### config.mk
export PLATFORM = sky130hd
export DESIGN_NAME = rv_fetch_queue
export DESIGN_NICKNAME = d
export VERILOG_FILES = /design/src/rtl/rv_fetch_queue.sv
export SDC_FILE = /design/constraint.sdc
export NUM_CORES = 1
export LEC_CHECK = 0
export CAP_MARGIN = 15
export CORE_ASPECT_RATIO = 0.8
export CORE_MARGIN = 2
export CORE_UTILIZATION = 35
export DETAILED_ROUTE_END_ITERATION = 6
export GPL_TIMING_DRIVEN = 0
export PLACE_DENSITY_LB_ADDON = 0.12
export RECOVER_POWER = 100
export SETUP_SLACK_MARGIN = 0.1
export SLEW_MARGIN = 15
export SYNTH_ARGS = -nofsm -noshare
export SYNTH_HDL_FRONTEND = slang
export SYNTH_SLANG_ARGS = --single-unit
### constraint.sdc
create_clock -name CLK -period 5.2 [get_ports CLK]
set_clock_uncertainty 0.15 [all_clocks]
set_input_delay 1.04 -clock CLK [delete_from_list [all_inputs] [get_ports CLK]]
set_output_delay 1.04 -clock CLK [all_outputs]
set_load 0.01 [all_outputs]
### src/rtl/rv_fetch_queue.sv
// Instruction prefetch queue: issues sequential fetches, buffers responses tagged with their PC, flushes on redirect.
// Optional misaligned-redirect fault detection is enabled by defining RV_FETCH_MISALIGN_CHK_EN.
module rv_fetch_queue #(
    parameter int unsigned DEPTH    = 4,
    parameter logic [31:0] RESET_PC = 32'h0
) (
    input  logic        CLK,
    input  logic        RST,
    output logic        imem_req_valid,
    input  logic        imem_req_ready,
    output logic [31:0] imem_req_addr,
    input  logic        imem_rsp_valid,
    input  logic [31:0] imem_rsp_data,
    input  logic        redirect_valid,
    input  logic [31:0] redirect_pc,
    output logic        dec_valid,
    input  logic        dec_ready,
    output logic [31:0] dec_instr,
    output logic [31:0] dec_pc,
    output logic        fetch_misalign
);
    localparam int unsigned PW = $clog2(DEPTH);
    localparam logic [0:0]  ST_FETCH = 1'b0;
    localparam logic [0:0]  ST_ERR   = 1'b1;
    localparam logic [PW:0] ONE      = (PW+1)'(1);

    logic [0:0]    state;
    logic          started;
    logic [31:0]   fetch_pc;
    logic [31:0]   rsp_pc;
    logic [PW:0]   wr_ptr;
    logic [PW:0]   rd_ptr;
    logic [PW:0]   occupancy;
    logic [PW:0]   outstanding;
    logic [PW:0]   outstanding_next;
    logic [PW:0]   discard;
    logic [PW+1:0] inflight;
    logic [31:0]   fifo_instr [DEPTH];
    logic [31:0]   fifo_pc    [DEPTH];
    logic          req_fire;
    logic          pop;
    logic          push;
    logic          rsp_drop;
    logic          redir_fault;
    logic [31:0]   redir_target;

`ifdef RV_FETCH_MISALIGN_CHK_EN
    assign redir_fault = redirect_valid && (redirect_pc[1:0] != 2'b00);
`else
    assign redir_fault = 1'b0;
`endif
    assign redir_target = redirect_pc & 32'hFFFF_FFFC;

    // Pops in the current cycle are deliberately not credited to the issue check.
    assign occupancy      = wr_ptr - rd_ptr;
    assign inflight       = {1'b0, occupancy} + {1'b0, outstanding};
    assign imem_req_valid = started && (state == ST_FETCH) && !redirect_valid
                            && (inflight < (PW+2)'(DEPTH));
    assign imem_req_addr  = fetch_pc;

    assign req_fire = imem_req_valid && imem_req_ready;
    assign pop      = dec_valid && dec_ready && !redirect_valid;
    assign rsp_drop = (discard != '0);
    assign push     = imem_rsp_valid && !rsp_drop && !redirect_valid;

    assign outstanding_next = outstanding + (PW+1)'(req_fire) - (PW+1)'(imem_rsp_valid);

    assign dec_valid = (occupancy != '0);
    assign dec_instr = dec_valid ? fifo_instr[rd_ptr[PW-1:0]] : '0;
    assign dec_pc    = dec_valid ? fifo_pc[rd_ptr[PW-1:0]]    : '0;

    always_ff @(posedge CLK or posedge RST) begin
        if (RST) begin
            state          <= ST_FETCH;
            started        <= 1'b0;
            fetch_pc       <= RESET_PC;
            rsp_pc         <= RESET_PC;
            wr_ptr         <= '0;
            rd_ptr         <= '0;
            outstanding    <= '0;
            discard        <= '0;
            fetch_misalign <= 1'b0;
        end else begin
            started     <= 1'b1;
            outstanding <= outstanding_next;
            if (redirect_valid) begin
                // Everything in flight at this point belongs to the old path.
                wr_ptr         <= '0;
                rd_ptr         <= '0;
                fetch_pc       <= redir_target;
                rsp_pc         <= redir_target;
                discard        <= outstanding_next;
                state          <= redir_fault ? ST_ERR : ST_FETCH;
                fetch_misalign <= redir_fault;
            end else begin
                if (req_fire) begin
                    fetch_pc <= fetch_pc + 32'd4;
                end
                if (push) begin
                    wr_ptr <= wr_ptr + ONE;
                    rsp_pc <= rsp_pc + 32'd4;
                end
                if (pop) begin
                    rd_ptr <= rd_ptr + ONE;
                end
                if (imem_rsp_valid && rsp_drop) begin
                    discard <= discard - ONE;
                end
            end
        end
    end

    always_ff @(posedge CLK) begin
        if (push) begin
            fifo_instr[wr_ptr[PW-1:0]] <= imem_rsp_data;
            fifo_pc[wr_ptr[PW-1:0]]    <= rsp_pc;
        end
    end

endmodule

### Yosys cells after proc, flatten, opt, wreduce, memory -nomap -nowiden

Memories as Yosys holds them, arrays and structs flattened.
Cells that the tools add are included.

* memories kept: 2
* register bits: 77
* RAM bits: 256
* bits of input ports: 70
* word-level logic and storage cells: 49
* output and inout bits: 99

* reduce and logical (&&, ||, !) cells: 16
* $lt $le $gt $ge: 1
* add/subtract/negate cells: 9
* muxes and demuxes: 14

Memory list
* fifo_instr: words 4, width 32, rd ports 1, clocked after Yosys merged registers in 0, write ports 1, line 38 `logic [31:0] fifo_instr [DEPTH];`
* fifo_pc: words 4, width 32, rd ports 1, clocked after Yosys merged registers in 0, write ports 1, line 39 `logic [31:0] fifo_pc [DEPTH];`

Operators by type and width (count)
* 32-bit 2-to-1 mux: 6
* 32-bit by 3-bit adder with 32-bit output (second input constant): 2
* 3-bit 2-to-1 mux: 6
* 1-bit logical AND: 8
* 2-bit nonzero test: 4
* 3-bit by 1-bit adder with 3-bit output (second input constant): 2
* 3-bit nonzero test: 2
* 3-bit by 3-bit adder with 4-bit output: 1
* 4-bit by 3-bit < comparator with 1-bit output (second input constant): 1
* 3-bit by 1-bit adder with 3-bit output: 1
* 3-bit by 1-bit subtractor with 3-bit output: 1
* 3-bit by 1-bit subtractor with 3-bit output (second input constant): 1
* 3-bit subtractor: 1
* 1-bit logical NOT: 2
* 1-bit 2-to-1 mux: 2

### Logic depth before layout (Yosys ltp)

* depth in word-level cells: 8
* gate-level depth with buffers: 19
* gate-level depth less buffers: 17

### Worst setup path before layout

OpenSTA, ideal clock, no wires.

* path kind: register to register
* from: reg rd_ptr[1]
* to: reg discard[2]
* cell stages (with the launch flop): 20
* clock period less this slack: 4484 ps
* data required time: 4917 ps
* setup slack: 716 ps
* buffers on the path: 4
* data arrival time: 4201 ps
* path through: dfrtp_1 -> clkbuf_1 -> clkbuf_1 -> inv_1 -> fa_1 -> xnor3_1 -> ha_1 -> nor4b_2 -> and4_1 -> buf_2 -> inv_2 -> clkbuf_1 -> ha_1 -> inv_1 -> ha_1 -> fa_1 -> xnor2_1 -> xnor2_1 -> nand2_1 -> o21ai_0

* word-level cells in the longest chain between the ends: 8

Ends and longest elaborated chain
* start: declaration: line 32 `logic [PW:0] rd_ptr;`
* start signal: assignment: line 104 `rd_ptr <= rd_ptr + ONE;`
* 3-bit subtractor: line 55 `assign occupancy = wr_ptr - rd_ptr;`
* 3-bit by 3-bit adder with 4-bit output: line 56 `assign inflight = {1'b0, occupancy} + {1'b0, outstanding};`
* 4-bit by 3-bit < comparator with 1-bit output: line 58 `&& (inflight < (PW+2)'(DEPTH));`
* 1-bit logical AND: line 58
* 1-bit logical AND: line 61 `assign req_fire = imem_req_valid && imem_req_ready;`
* 3-bit by 1-bit adder with 3-bit output: line 66 `assign outstanding_next = outstanding + (PW+1)'(req_fire) - (PW+1)'(imem_rsp_valid);`
* 3-bit by 1-bit subtractor with 3-bit output: line 66
* via outstanding_next[2]: line 35 `logic [PW:0] outstanding_next;`
* 3-bit 2-to-1 mux: line 86 `if (redirect_valid) begin`
* end signal: assignment: line 92 `discard <= outstanding_next;`
* end signal: assignment: line 107 `discard <= discard - ONE;`
* end: declaration: line 36 `logic [PW:0] discard;`

The timed path passes the listed nets, and every way through them passes these cells.
A chain may end at the register's enable or synchronous reset.

### Final worst setup path

* from: reg rd_ptr[1]
* to: out dec_pc[12]

* word-level cells in the longest chain between the ends: 3
* elaborated cells between the ends (all ways): 4

Ends and longest elaborated chain
* 3-bit subtractor: line 55
* 3-bit nonzero test: line 68 `assign dec_valid = (occupancy != '0);`
* 32-bit 2-to-1 mux (*): line 70 `assign dec_pc = dec_valid ? fifo_pc[rd_ptr[PW-1:0]] : '0;`
* end: declaration: line 19 `output logic [31:0] dec_pc,`

Every way passes the cells marked *; elsewhere a longest branch is shown, timed or not.

==> run metrics <==
synthesized netlist cell count 849; overall overflow remaining after global route 0; full die area 40100 µm²; total of flip-flops plus latches after synthesis 321; synthesis-to-layout area growth 25.5%; Critical Path Sink Type output pin; ranking of synthesized cells by area sky130_fd_sc_hd__edfxtp_1, sky130_fd_sc_hd__dfrtp_1, sky130_fd_sc_hd__mux4_2; status complete, but fails checks; period utilisation layout 0.949; total power divided by cell area 468 nW/µm²; unique cell type count in the Yosys netlist 50; clock slew seen by the registers of the worst setup and hold paths 60 ps; cell type with the highest aggregate area in the netlist sky130_fd_sc_hd__edfxtp_1; Max Slew Vio Count 178; Data required, critical path 4010 ps; y dimension of the die 180 µm; number of buffers created by CTS 35; Nets 1140; antenna diode count 0; total via count after detailed routing 7951; Core ar. 38100 µm²; LEAKAGE 0.00575 µW; master cell of the clock root buffer sky130_fd_sc_hd__clkbuf_16; peak per-stage delay on the critical path 510 ps; wire length of the first global-routing pass 50000 µm; number of hold violations in the final report 0; Register-to-Register Path Depth 18; max-cap violations 5; total chip power 7920 µW; CTS tree yes; gp weighted congestion 0.813; clock network latency to the later pin of the worst-skew pair 520 ps; most frequent cells in the layout sky130_fd_sc_hd__edfxtp_1, sky130_fd_sc_hd__clkdlybuf4s50_1, sky130_fd_sc_hd__dfrtp_1, sky130_fd_sc_hd__dlygate4sd3_1, sky130_fd_sc_hd__mux4_2; largest net degree at the start of global routing 51; first-pass iteration count of the detailed router 5; number of antenna violations at the first check in global routing 0; Die X-Extent 223 µm; cell type with the highest occurrence count on the critical path sky130_fd_sc_hd__buf_4; largest buffer count on any clock path 3; share of the synthesized area in the top cell type 0.552; dominant synthesized flop cell sky130_fd_sc_hd__edfxtp_1; share of the core filled with cells 0.444; number of setup violations in the final report 0; syn avg cell area 15.9 µm²; final critical-path required period 4930 ps; Num Clock Sinks 321; commonest non-fill, non-tap cell in the layout sky130_fd_sc_hd__edfxtp_1; # port buffers 160; area of the mapped netlist 13500 µm²; largest voltage drop on the vdd net 0.000228 V; slowest CP cell sky130_fd_sc_hd__or3b_2; cells along the critical path buf_4, buf_8, inv_1, fa_1, xnor3_1, or3b_2, buf_4, clkbuf_2, and2_1, clkdlybuf4s50_1; worst slew slack as a fraction of its limit -0.585; fraction of layout cells with a size suffix above 1 0.135; overall routing resource usage 0.162; Setup Crit Path Kind reg -> out; number of enable-type register cells in the synthesized netlist 248; Ys Warns 0; type of element launching the critical path flip-flop; FP Rows 64; detailed placer's ending HPWL 21600 µm; initial cell density of the core 0.354; routed wire length per instance 20.3 µm; slew at the pin closest to its max-slew limit 2380 ps; violations in the final reports max-capacitance violations, max-slew violations; count of antenna-violating nets left after detailed routing 0; worst setup slack after placement -423 ps; drt via density 5.05; number of H-tree levels 2; share of the yosys chip area belonging to registers 0.688; crit path max fanout 10; number of DRC markers in iteration 0 558; arrival time at the worst endpoint 3740 ps; number of top-level design ports 169; final setup slack of the worst path 267 ps; remaining routing DRC violations 0; total of hold buffers inserted after clock tree synthesis 0; timing-limited maximum frequency 203 MHz; post-synthesis async set-or-reset flop share 0.227; routed wire length 31900 µm; type of the tightest min-delay check reg -> reg; hold path cells 1; number of global-route vias before repair 8217; setup repair after global routing missed its margin no
[state kept, by name (all words and copies together) (netlist names)]
register	cells
rd_ptr	3
fifo_pc	120
fifo_instr	128
discard	3
wr_ptr	3
imem_req_addr	30
outstanding	3
started	1
rsp_pc	30
[worst max-delay path, delay by kind of cell (launching register included)]
family | cells | cell delay, ps
AND/OR/NAND/NOR | 2 | 730
XOR/XNOR | 1 | 400
flip-flops | 1 | 340
adder cells (fa/ha/maj) | 1 | 390
buffers and inverters | 6 | 1360
[final timing paths]
check	from	to	slack, ps
setup / recovery	rd_ptr[1]	dec_pc[12]	270
hold / removal	outstanding[0]	outstanding[0]	390
setup reg to reg	rd_ptr[1]	discard[2]	420
hold reg to reg	outstanding[0]	outstanding[0]	390
max in group asynchronous	RST	rsp_pc[26]	790
min in group asynchronous	RST	rsp_pc[9]	1120
[through the flow]
stage	instances	hold slack [ps]	cell area [µm²]	setup TNS, ps
floorplan	853	344	13500	0
global placement	1508	383	15700	-139160
detailed placement	1513	384	15900	-17420
CTS	1574	400	17100	0
global route	1573	432	16900	0
finish	1573	394	16900	0
[cell type report]
class,count,area (µm²)
tap,495,619
sequential,321,9270
inverter,22,83.8
fill,3402,21200
clock inverter,13,191
timing repair buffer,165,1630
buffer,42,204
multi-input combinational,467,3950
clock buffer,48,966
[synthesized netlist by cell type, types with 6 or more instances]
cell	instances
sky130_fd_sc_hd__a21oi_1	12
sky130_fd_sc_hd__and2_1	63
sky130_fd_sc_hd__and3_1	12
sky130_fd_sc_hd__clkbuf_1	30
sky130_fd_sc_hd__dfrtp_1	73
sky130_fd_sc_hd__edfxtp_1	248
sky130_fd_sc_hd__ha_1	14
sky130_fd_sc_hd__inv_1	20
sky130_fd_sc_hd__mux4_2	62
sky130_fd_sc_hd__nand2_1	58
sky130_fd_sc_hd__nand3_1	40
sky130_fd_sc_hd__nand4_1	18
sky130_fd_sc_hd__nor2_1	22
sky130_fd_sc_hd__nor4_1	6
sky130_fd_sc_hd__o211ai_1	10
sky130_fd_sc_hd__o21ai_0	41
sky130_fd_sc_hd__o311ai_0	14
sky130_fd_sc_hd__or3_1	8
sky130_fd_sc_hd__xnor2_1	12
sky130_fd_sc_hd__xor2_1	26
[routing by layer]
metal | global-route usage | up-vias | share of wire
li1 | - | 3676 | -
met1 | 0.241 | 4018 | 0.49
met2 | 0.249 | 220 | 0.45
met3 | 0.0280 | 37 | 0.049
met4 | 0.0379 | 0 | 0.015
met5 | 0 | - | 0
[report_power, final]
part	total (µW)	internal, µW	switching [µW]	leakage [µW]
sequential	3080	2940	140	0.00313
combinational	2350	1230	1110	0.00206
clock	2500	1510	987	0.000554
[cell families (layout without fill, tap and decap cells)]
logic type,Yosys count,count (layout),synth area share
compound gates,87,87,0.0401
xor+xnor,39,39,0.0263
fa+ha+maj,16,16,0.0160
buf+inv,65,290,0.0198
flops,321,321,0.688
mux,65,65,0.106
other cells,2,6,0.000557
simple gates,254,254,0.104
[timing repair]
item / CTS / global route
resized for setup: 14 / 6
endpoints found under the hold margin: 0 / 0
buffers inserted: 0 / 0
endpoints found under the setup margin: 68 / 51
Power figures use the tool's default switching activity.
